$ cat src/rtl/msg_asm.sv
// -----------------------------------------------------------------------------
// msg_asm -- message assembler, receive side of the controller/UART path.
//
// Packs WORDS_PER_PACKET consecutive UART words into one wide message. The
// first word received lands in data_out[WORD_SIZE-1:0]. The finished message
// is held until the controller acks it. Words arriving while a message is
// held (and not acked in the same cycle) are dropped and flagged on overrun.
//
// Ports:
//   clk            in   system clock, rising edge
//   n_reset        in   async active-low reset
//   data_in        in   [WORD_SIZE] word from UART receiver
//   data_in_valid  in   one-cycle strobe qualifying data_in
//   data_out       out  [WORD_SIZE*WORDS_PER_PACKET] assembled message
//   data_out_valid out  message complete and held
//   data_out_ack   in   controller consumes message (only seen while valid)
//   ready          out  accepting words
//   overrun        out  sticky: word(s) dropped while a message was held
//
// Optional feature macro: MSG_ASM_TIMEOUT_EN
//   Adds an inter-word gap counter; a partial message idle for
//   TIMEOUT_CYCLES clocks is abandoned so the assembler resynchronises
//   after a lost word. Without it a partial message waits indefinitely.
// -----------------------------------------------------------------------------
module msg_asm #(
  parameter int WORD_SIZE        = 8,
  parameter int WORDS_PER_PACKET = 4,
  parameter int TIMEOUT_CYCLES   = 1000000
) (
  input  logic                                  clk,
  input  logic                                  n_reset,
  input  logic [WORD_SIZE-1:0]                  data_in,
  input  logic                                  data_in_valid,
  output logic [WORD_SIZE*WORDS_PER_PACKET-1:0] data_out,
  output logic                                  data_out_valid,
  input  logic                                  data_out_ack,
  output logic                                  ready,
  output logic                                  overrun
);

  localparam int CTR_WIDTH    = $clog2(WORDS_PER_PACKET);
  localparam int OUTPUT_WIDTH = WORD_SIZE * WORDS_PER_PACKET;

  typedef enum logic {SM_RX, SM_HOLD} state_t;

  state_t                  r_state, w_state_nxt;
  logic [CTR_WIDTH-1:0]    r_ctr, w_slot;
  logic [OUTPUT_WIDTH-1:0] r_data;
  logic                    r_ovr;
  logic                    w_accept, w_last, w_drop;
  logic                    w_expire;

`ifdef MSG_ASM_TIMEOUT_EN
  localparam int GAP_W = $clog2(TIMEOUT_CYCLES + 1);

  logic [GAP_W-1:0] r_gap;

  // Only a partially filled message in SM_RX can time out.
  assign w_expire = (r_state == SM_RX) && (r_ctr != '0) &&
                    (r_gap == GAP_W'(TIMEOUT_CYCLES));

  always_ff @(posedge clk or negedge n_reset) begin
    if (!n_reset)                           r_gap <= '0;
    else if (w_accept || w_expire)          r_gap <= '0;
    else if (r_state == SM_RX && r_ctr != '0) r_gap <= r_gap + 1'b1;
  end
`else
  assign w_expire = 1'b0;
`endif

  // State register
  always_ff @(posedge clk or negedge n_reset) begin
    if (!n_reset) r_state <= SM_RX;
    else          r_state <= w_state_nxt;
  end

  // Next state / accept decode. A word coinciding with a timeout expiry is
  // written as slot 0 of a fresh message. In SM_HOLD r_ctr is always 0, so an
  // ack+word cycle naturally lands the word in slot 0.
  always_comb begin
    w_state_nxt = r_state;
    w_accept    = 1'b0;
    w_drop      = 1'b0;
    w_slot      = w_expire ? '0 : r_ctr;
    w_last      = (w_slot == CTR_WIDTH'(WORDS_PER_PACKET - 1));
    case (r_state)
      SM_RX: begin
        w_accept = data_in_valid;
        if (data_in_valid && w_last) w_state_nxt = SM_HOLD;
      end
      SM_HOLD: begin
        if (data_out_ack) begin
          w_state_nxt = SM_RX;
          w_accept    = data_in_valid;
        end else begin
          w_drop      = data_in_valid;
        end
      end
      default: w_state_nxt = SM_RX;
    endcase
  end

  // Datapath: slots written in place, untouched slots keep old contents.
  always_ff @(posedge clk or negedge n_reset) begin
    if (!n_reset) begin
      r_ctr  <= '0;
      r_data <= '0;
      r_ovr  <= 1'b0;
    end else begin
      if (w_accept) begin
        r_data[w_slot*WORD_SIZE +: WORD_SIZE] <= data_in;
        r_ctr <= w_last ? '0 : w_slot + 1'b1;
      end else if (w_expire) begin
        r_ctr <= '0;
      end
      if (w_drop)                                  r_ovr <= 1'b1;
      else if (r_state == SM_HOLD && data_out_ack) r_ovr <= 1'b0;
    end
  end

  assign data_out       = r_data;
  assign data_out_valid = (r_state == SM_HOLD);
  assign ready          = (r_state == SM_RX);
  assign overrun        = r_ovr;

endmodule

$ cat config.mk
export PLATFORM = sky130hd
export DESIGN_NAME = msg_asm
export DESIGN_NICKNAME = d
export VERILOG_FILES = /design/src/rtl/msg_asm.sv
export SDC_FILE = /design/constraint.sdc
export NUM_CORES = 1
export LEC_CHECK = 0
export ABC_AREA = 1
export BUFFER_PORTS_ARGS = -buffer_cell sky130_fd_sc_hd__buf_2
export CORE_ASPECT_RATIO = 0.75
export CORE_UTILIZATION = 45
export DETAILED_ROUTE_END_ITERATION = 10
export PLACE_DENSITY = 0.7
export SLEW_MARGIN = 20
export SYNTH_ARGS = -nofsm -noshare
export SYNTH_HDL_FRONTEND = slang
export SYNTH_SLANG_ARGS = --single-unit
$ cat constraint.sdc
create_clock -name clk -period 3.2 [get_ports clk]
set_input_delay 0.32 -clock clk [delete_from_list [all_inputs] [get_ports clk]]
set_output_delay 0.32 -clock clk [all_outputs]
set_load 0.02 [all_outputs]
== Yosys cells after proc, flatten, opt, wreduce, memory -nomap -nowiden ==
Cells that the tools add are included.
Storage, ports and cells
  word-level logic and storage cells: 24
  bits in registers: 36
  output and inout bits: 35
Cells by class
  add/sub/neg operators: 2
  bitwise logic cells: 1
  shift-type cells: 2
  mux-type cells: 11
  reductions and logical operators: 3
  equal/unequal tests: 1
Operator list (count)
  $neg 5->34: 1
  $shift 8x34->32 const A: 1
  $shiftx 8x34->32: 1
  $bwmux 32: 1
  $mux 1: 7
  $pmux 1 s2: 2
  $add 2x1->2 const B: 1
  $eq 2x2->1 const B: 1
  $logic_and 1x1->1: 2
  $mux 2: 1
  $reduce_bool 2->1: 1
  $not 1->1: 1

== Depth between registers and ports, before layout ==
Gate-level depths: netlist of the first run.
  depth in word-level cells: 4
  depth in mapped cells: 8
  depth with buffers taken out: 7

== Least setup slack after synthesis of the first run ==
Ideal clock, no wire load.
  path type: flip-flop to flip-flop
  start point: register r_ctr[0]
  end point: register r_data[24] (netlist: data_out[24])
  cell stages (with the launch flop): 8
  setup time: 65 ps
  path buffers: 0
  data required time: 3135 ps
  path slack: 1842 ps
  arrival time: 1293 ps
  cell sequence: dfrtp_1 -> inv_1 -> ha_1 -> inv_1 -> nand2_1 -> nor2_1 -> nand2_1 -> nand2_1
On the way
  longest elaborated chain between the ends: 3
  elaborated cells between the ends (all ways): 4
Ends and longest elaborated chain
  start: declaration: RTL line 47  | logic [CTR_WIDTH-1:0] r_ctr, w_slot;
  start signal: assignment: RTL line 112  | r_ctr <= w_last ? '0 : w_slot + 1'b1;
  $neg 5->34 *: RTL line 111  | r_data[w_slot*WORD_SIZE +: WORD_SIZE] <= data_in;
  $shiftx 8x34->32 or $shift 8x34->32 (tied branches): RTL line 111
  $bwmux 32 *: RTL line 111
  end signal: indexed assignment: RTL line 111
  end: declaration: RTL line 48  | logic [OUTPUT_WIDTH-1:0] r_data;
Mark *: on every way between the ends. The rest lies on a longest branch, timed or not.
A chain may end at the register's enable or synchronous reset.

== Final worst setup path of the first run ==
  start point: register r_ctr[0]
  end point: register r_data[28] (netlist: data_out[28])
Same word-level chain as after synthesis.

==> results of run 1 <==
==> metal layers <==
metal / up-vias / GRT usage [%] / share of wire (%)
li1: 770 / - / -
met1: 680 / 32.8 / 53
met2: 35 / 28.4 / 40
met3: 7 / 6.02 / 5.4
met4: 0 / 8.24 / 1.4
met5: - / 0 / 0
==> area by class of cell <==
class | count | area (um2) | area share [%]
Sequential cell | 36 | 901 | 43.1
Clock inverter | 2 | 10.0 | 0.479
Multi-Input combinational cell | 164 | 754 | 36.1
Inverter | 12 | 45.0 | 2.16
Timing Repair Buffer | 46 | 230 | 11.0
Tap cell | 52 | 65.1 | 3.12
Clock buffer | 6 | 82.6 | 3.95
==> sequential cells by signal, summed over array words and instances (netlist names) <==
signal          count
r_ctr               2
data_out           32
data_out_valid      1
overrun             1
==> layout by cell type, fill, tap and decap left out, drive strengths merged, types with 2 or more instances in the layout <==
| cell type | netlist | routed |
|---|---|---|
| nand2 | 99 | 99 |
| buf | 3 | 46 |
| dfrtp | 36 | 36 |
| nor2 | 29 | 29 |
| nand3 | 17 | 17 |
| inv | 12 | 12 |
| o21ai | 11 | 11 |
| clkbuf | 0 | 6 |
| ha | 5 | 5 |
| clkinv | 0 | 2 |
==> stage by stage <==
stage	utilization, %	power, uW
floorplan	-	1440
global placement	54.5	1700
detailed placement	54.5	1720
CTS	57.0	2050
global route	57.0	2220
finish	57.0	2050
==> power by group <==
group          leakage (uW)  internal [uW]  switching [uW]  total, uW
Clock             0.0000510            172             160        332
Combinational      0.000646            288             686        974
Sequential         0.000492            624             115        739
==> worst max-delay path by stage <==
stage / startpoint / slack [ps] / to / depth (start not counted)
floorplan: r_ctr[0] / 1840 / data_out[24] / 7
global placement: r_ctr[0] / 1460 / data_out[25] / 7
detailed placement: r_ctr[0] / 1390 / data_out[28] / 7
CTS: r_ctr[0] / 1370 / data_out[28] / 7
global route: r_ctr[0] / 1170 / data_out[25] / 7
finish: r_ctr[0] / 1350 / data_out[28] / 7
==> worst max-delay path: stages (launching register included) <==
cell     delay (ps)
dfrtp_1         590
inv_1           180
ha_1            380
inv_1           150
nand2_1         190
nor2_1          150
nand2_1          70
nand2_1          70
==> cells by family after synthesis <==
logic type | after synthesis
buffers and inverters | 15
AO/OA/AOI/OAI | 14
AND/OR/NAND/NOR | 145
flip-flops | 36
adder cells (fa/ha/maj) | 5
==> flow_metrics.env, run 1 <==
export IMPL_synth_top_family_by_area="simple AND/OR/NAND/NOR gates"
export IMPL_die_width_um=73.4
export IMPL_relSlewSlack_pct=47.6
export IMPL_ys_seq_area_share_pct=52.4
export IMPL_antennaDiodeCount=0
export IMPL_hold_class="in -> async"
export IMPL_htreeDepth=2
export IMPL_placed_area_um2=2000
export IMPL_cts_tree="yes"
export IMPL_synthAdderAreaFrac_pct=3.64
export IMPL_clock_sinks=36
export IMPL_ys_warn_count=0
export IMPL_final_antenna_net_count=0
export IMPL_holdWs_ps=111
export IMPL_dp_slack_ps=1390
export IMPL_syn_to_final_growth_pct=21.4
export IMPL_final_nets=282
export IMPL_outcome="finished clean"
export IMPL_grt_pass1_vias=1381
export IMPL_worst_r2r_path_depth=7
export IMPL_antenna_found_initial=0
export IMPL_synth_top_area_share_pct=52.4
export IMPL_synth_edff_count=0
export IMPL_synth_most_common_cell="nand2_1"
export IMPL_post_drt_wl_per_cell_um=11.9
export IMPL_synthDistinctLibCells=17
export IMPL_crit_arrival_ps=2070
export IMPL_grt_usage_pct=21.4
export IMPL_syn_nets=232
export IMPL_setup_ws_ps=1350
export IMPL_reg2reg_to="data_out[28]"
export IMPL_drt_iter0_markers=72
export IMPL_postSynth_asyncResetShare_pct=100
export IMPL_worstPathRequired_ps=3430
export IMPL_synth_area_leaders="dfrtp_1 52%, nand2_1 21%, nor2_1 5.5%"
export IMPL_rows=19
export IMPL_synth_seq_cells=36
export IMPL_place_congestion=0.875
export IMPL_drt_first_pass_iters=4
export IMPL_gr_total_overflow=0
export IMPL_cts_setup_buffers=0
export IMPL_grt_pass1_wl_um=6550
export IMPL_die_y_um=55.5
export IMPL_fillers=378
export IMPL_final_cells=318
export IMPL_clockBufferDepth=2
export IMPL_period_minus_slack_ps=1850
export IMPL_dp_cells=310
export IMPL_synth_compound_area_share_pct=4.58
export IMPL_clock_skew_ps=3.98
export IMPL_path_clk_slew_ps=70
export IMPL_core_um2=3660
export IMPL_post_cts_resized=0
export IMPL_via_per_inst=4.69
export IMPL_synth_common_cells="94 x nand2_1, 36 x dfrtp_1, 25 x nor2_1"
export IMPL_synthXorXnorAreaFrac_pct=0
export IMPL_powerDensity_nw_per_um2=979
export IMPL_worstMarginPinSlew_ps=786
export IMPL_reg2reg_from="r_ctr[0]"
export IMPL_critPathLaunchType="flop"
export IMPL_grt_max_degree=37
export IMPL_critical_path_max_fanout=13
export IMPL_layout_drive_gt1_share_pct=25.2
export IMPL_wl_um=3770
export IMPL_r2r_slack_ps=1350
export IMPL_syn_area_um2=1720
export IMPL_clk_insertion_delay_late_ps=290
export IMPL_synth_mux_area_share_pct=0
export IMPL_root_buffer="clkbuf_8"
export IMPL_postSynthCellCount=215
export IMPL_hpwl_um=2790
export IMPL_cellLeakagePower_uw=0.00119
export IMPL_critPathCaptureType="flop"
export IMPL_fmax_mhz=542
export IMPL_finish_instance_area_um2=2090
export IMPL_port_buffers=46
export IMPL_cts_hold_fix_buffers=0
export IMPL_synthSimpleGateAreaFrac_pct=35.6
export IMPL_setup_tns_ps=0
export IMPL_final_hold_viol_count=0
export IMPL_initial_utilization_pct=47.0
export IMPL_synthFlopType="dfrtp_1"
export IMPL_fin_crit_sh_pct=57.7
export IMPL_vdd_drop_max_v=0.000450
export IMPL_yosysTopAreaCell="dfrtp_1"
export IMPL_rsz0062_at_grt="false"
export IMPL_die_area_um2=4080
export IMPL_drcViolationCount=0
export IMPL_io_pins=47
export IMPL_numCtsBuffers=5
export IMPL_final_setup_viol_count=0
export IMPL_syn_avg_cell_area_um2=8.00
export IMPL_drv_cap=0
export IMPL_drv_slew=0
export IMPL_path_class="reg -> reg"
export IMPL_num_vias=1492
Note: power is estimated with default switching activity, not from simulation.
==> inputs of run 2 (changes only) <==
Settings changed: ABC_AREA 1 to 0, PLACE_DENSITY 0.7 to 0.72.
Clock period 3.2 ns to 1.7 ns, I/O delays scaled along.
==> run 2 against run 1 <==
  * The flow now finishes with violations (setup timing)
  * Die area fell by 11%
  * Sequential power increased by 94%
  * Register-to-register slack worse by 1400 ps
  * Wire length shrank 4.6%
  * Cell count decreased by 32%
  * Non-clock buffer count grew 11
  * Worst setup slack lost 1400 ps
  * Clock-buffer cell count is the same
  * Sequential share of layout area up 2.0 points
  * Highest routed layer unchanged
==> flow_metrics.env, run 2 <==
export IMPL_netSwitchingFraction_pct=39.4
export IMPL_antennaDiodeCount=0
export IMPL_postSynthCellCount=116
export IMPL_die_area_um2=3620
export IMPL_clkPwrFrac_pct=17.7
export IMPL_rows=17
export IMPL_clk_insertion_delay_late_ps=290
export IMPL_wl_um=3600
export IMPL_reg2reg_to="data_out[26]"
export IMPL_violations="setup timing"
export IMPL_max_stage_delay_ps=500
export IMPL_drv_cap=0
export IMPL_synth_compound_area_share_pct=15.1
export IMPL_grt_usage_pct=22.3
export IMPL_root_buffer="clkbuf_8"
export IMPL_cts_tree="yes"
export IMPL_synthAdderAreaFrac_pct=4.12
export IMPL_initial_utilization_pct=49.3
export IMPL_fmax_mhz=568
export IMPL_syn_to_final_growth_pct=31.5
export IMPL_outcome="complete, but fails checks"
export IMPL_relSlewSlack_pct=70.0
export IMPL_gr_total_overflow=0
export IMPL_p_int_uw=2500
export IMPL_yosysTopAreaCell="dfrtp_1"
export IMPL_synthXorXnorAreaFrac_pct=0
export IMPL_num_vias=1227
export IMPL_clock_sinks=36
export IMPL_synth_top_area_share_pct=59.3
export IMPL_crit_family="simple AND/OR/NAND/NOR gates"
export IMPL_place_congestion=0.927
export IMPL_final_cells=216
export IMPL_synthFlopType="dfrtp_1"
export IMPL_synth_top_family_by_area="compound AO/OA/AOI/OAI gates"
export IMPL_fin_crit_sh_pct=104
export IMPL_synth_common_cells="36 x dfrtp_1, 23 x a22o_1, 7 x inv_1, 7 x nand2_1, 6 x mux2_2"
export IMPL_rsz0062_at_grt="true"
export IMPL_worstSetupEndpoint="data_out[26]"
export IMPL_drt_first_pass_iters=4
export IMPL_cellLeakagePower_uw=0.00109
export IMPL_dp_cells=205
export IMPL_drv_slew=0
export IMPL_syn_area_um2=1520
export IMPL_final_antenna_net_count=0
export IMPL_critPathCaptureType="flop"
export IMPL_synthSimpleGateAreaFrac_pct=11.9
export IMPL_grt_pass1_wl_um=5940
export IMPL_crit_arrival_ps=1980
export IMPL_path_class="reg -> reg"
export IMPL_synth_edff_count=0
export IMPL_layout_drive_gt1_share_pct=44.4
export IMPL_period_minus_slack_ps=1760
export IMPL_ys_seq_area_share_pct=59.3
export IMPL_via_per_inst=5.68
export IMPL_worstPathCellList="inv_2, ha_4, or4b_4, nor3_4, a22o_1"
export IMPL_setup_ws_ps=-60.5
export IMPL_reg2reg_from="r_ctr[1]"
export IMPL_critPathBufInv=1
export IMPL_final_hold_viol_count=0
export IMPL_synth_mux_area_share_pct=7.08
export IMPL_finalPower_uw=4120
export IMPL_power_frac_comb_pct=47.5
export IMPL_synthDistinctLibCells=27
export IMPL_core_um2=3080
export IMPL_final_common_cell="buf_2"
export IMPL_synth_area_leaders="dfrtp_1 59%, a22o_1 13%, mux2_2 4.4%"
export IMPL_synth_seq_cells=36
export IMPL_crit_start="r_ctr[1]"
export IMPL_clockBufferDepth=2
export IMPL_port_buffers=46
export IMPL_synth_most_common_cell="dfrtp_1"
export IMPL_grt_max_degree=37
export IMPL_die_y_um=52.3
export IMPL_clock_skew_ps=3.21
export IMPL_final_cell_mix="46 x buf_2, 35 x dfrtp_1, 23 x a22o_1"
export IMPL_powerDensity_nw_per_um2=2060
export IMPL_drt_iter0_markers=110
export IMPL_r2r_slack_ps=-60
export IMPL_largest_register_ffs=32
export IMPL_p_seq_share_pct=34.8
export IMPL_ys_warn_count=0
export IMPL_io_pins=47
export IMPL_worst_r2r_path_depth=5
export IMPL_grt_pass1_vias=1137
export IMPL_critPathLaunchType="flop"
export IMPL_htreeDepth=2
export IMPL_hpwl_um=2520
export IMPL_final_nets=194
export IMPL_cp_num_cells=5
export IMPL_vdd_drop_max_v=0.000941
export IMPL_drcViolationCount=0
export IMPL_numCtsBuffers=5
export IMPL_path_clk_slew_ps=70
export IMPL_syn_avg_cell_area_um2=13.1
export IMPL_antenna_found_initial=0
export IMPL_worstPathRequired_ps=1920
export IMPL_post_drt_wl_per_cell_um=16.7
export IMPL_hold_start="data_out_ack"
export IMPL_critical_path_max_fanout=7
export IMPL_slowest_stage="or4b_4"
export IMPL_syn_nets=133
export IMPL_switchingPower_uw=1620
export IMPL_die_width_um=69.1
export IMPL_worstMarginPinSlew_ps=449
export IMPL_hold_class="in -> reg"
export IMPL_final_setup_viol_count=7
export IMPL_postSynth_asyncResetShare_pct=100
[run 2: cell types whose count changed in the layout (fill, tap and decap cells not counted), moves of 6 or more]
cell / change
buf_4: +10
a22o_1: +23
nor2_1: -24
o21ai_0: -7
nand2_1: -87
mux2_2: +6
nand3_1: -13
[run 2: layout make-up]
class	instances	area [um2]
Clock inverter	2	35.0
Multi-Input combinational cell	70	598
Tap cell	38	47.5
Timing Repair Buffer	57	315
Clock buffer	6	72.6
Inverter	7	28.8
Sequential cell	36	902
Fill cell	251	1080
[run 2: power by group through the flow]
| stage | registers (uW) | clock network (uW) | logic (uW) |
|---|---|---|---|
| global placement | 1430 | 0 | 1830 |
| CTS | 1430 | 746 | 1950 |
| detailed placement | 1430 | 0 | 1900 |
| finish | 1430 | 730 | 1960 |
| floorplan | 1870 | 0 | 770 |
| global route | 1480 | 790 | 2110 |
[run 2: per-layer routing]
metal	share of wire (%)	global-route usage [%]	up-vias
met5	0	0	-
met4	1.6	7.82	0
met3	6.9	7.69	8
met2	44	31.7	52
met1	48	31.7	614
li1	-	-	553
[run 2: worst min-delay path by stage]
stage	endpoint	slack, ps	depth (start not counted)
after floorplan	data_out[0]	-130	0
after detailed placement	data_out[14]	230	2
after CTS	overrun	80	2
final	overrun	80	2
after global placement	data_out[13]	220	2
after global routing	overrun	90	2
[run 2: metrics by stage]
| step | util (%) | cell area, um2 | setup slack [ps] | TNS [ps] | hold WS [ps] |
|---|---|---|---|---|---|
| 3_3_place_gp | 60.4 | 1860 | 23.4 | 0 | 224 |
| 3_5_place_dp | 60.4 | 1860 | -58.7 | -302 | 232 |
| 2_1_floorplan | - | 1540 | -11.2 | -78.1 | -126 |
| 6_report | 64.8 | 2000 | -60.5 | -341 | 83.8 |
| 4_1_cts | 64.5 | 1990 | -66.8 | -384 | 79.8 |
| 5_1_grt | 64.8 | 2000 | -120 | -806 | 87.4 |
[run 2: logic make-up (layout without fill, tap and decap cells)]
kind of cell    count (synthesis)  count (layout)
compound gates                 28              28
fa+ha+maj                       5               5
buf+inv                        10              72
flops                          36              36
mux                            10              10
simple gates                   27              27
[run 2: what timing repair did]
item,CTS,global route
pin swaps,2,4
hold buffers,1,0
endpoints found under the hold margin,36,0
buffers inserted,1,1
setup endpoints to repair,15,15
resized for setup,1,2
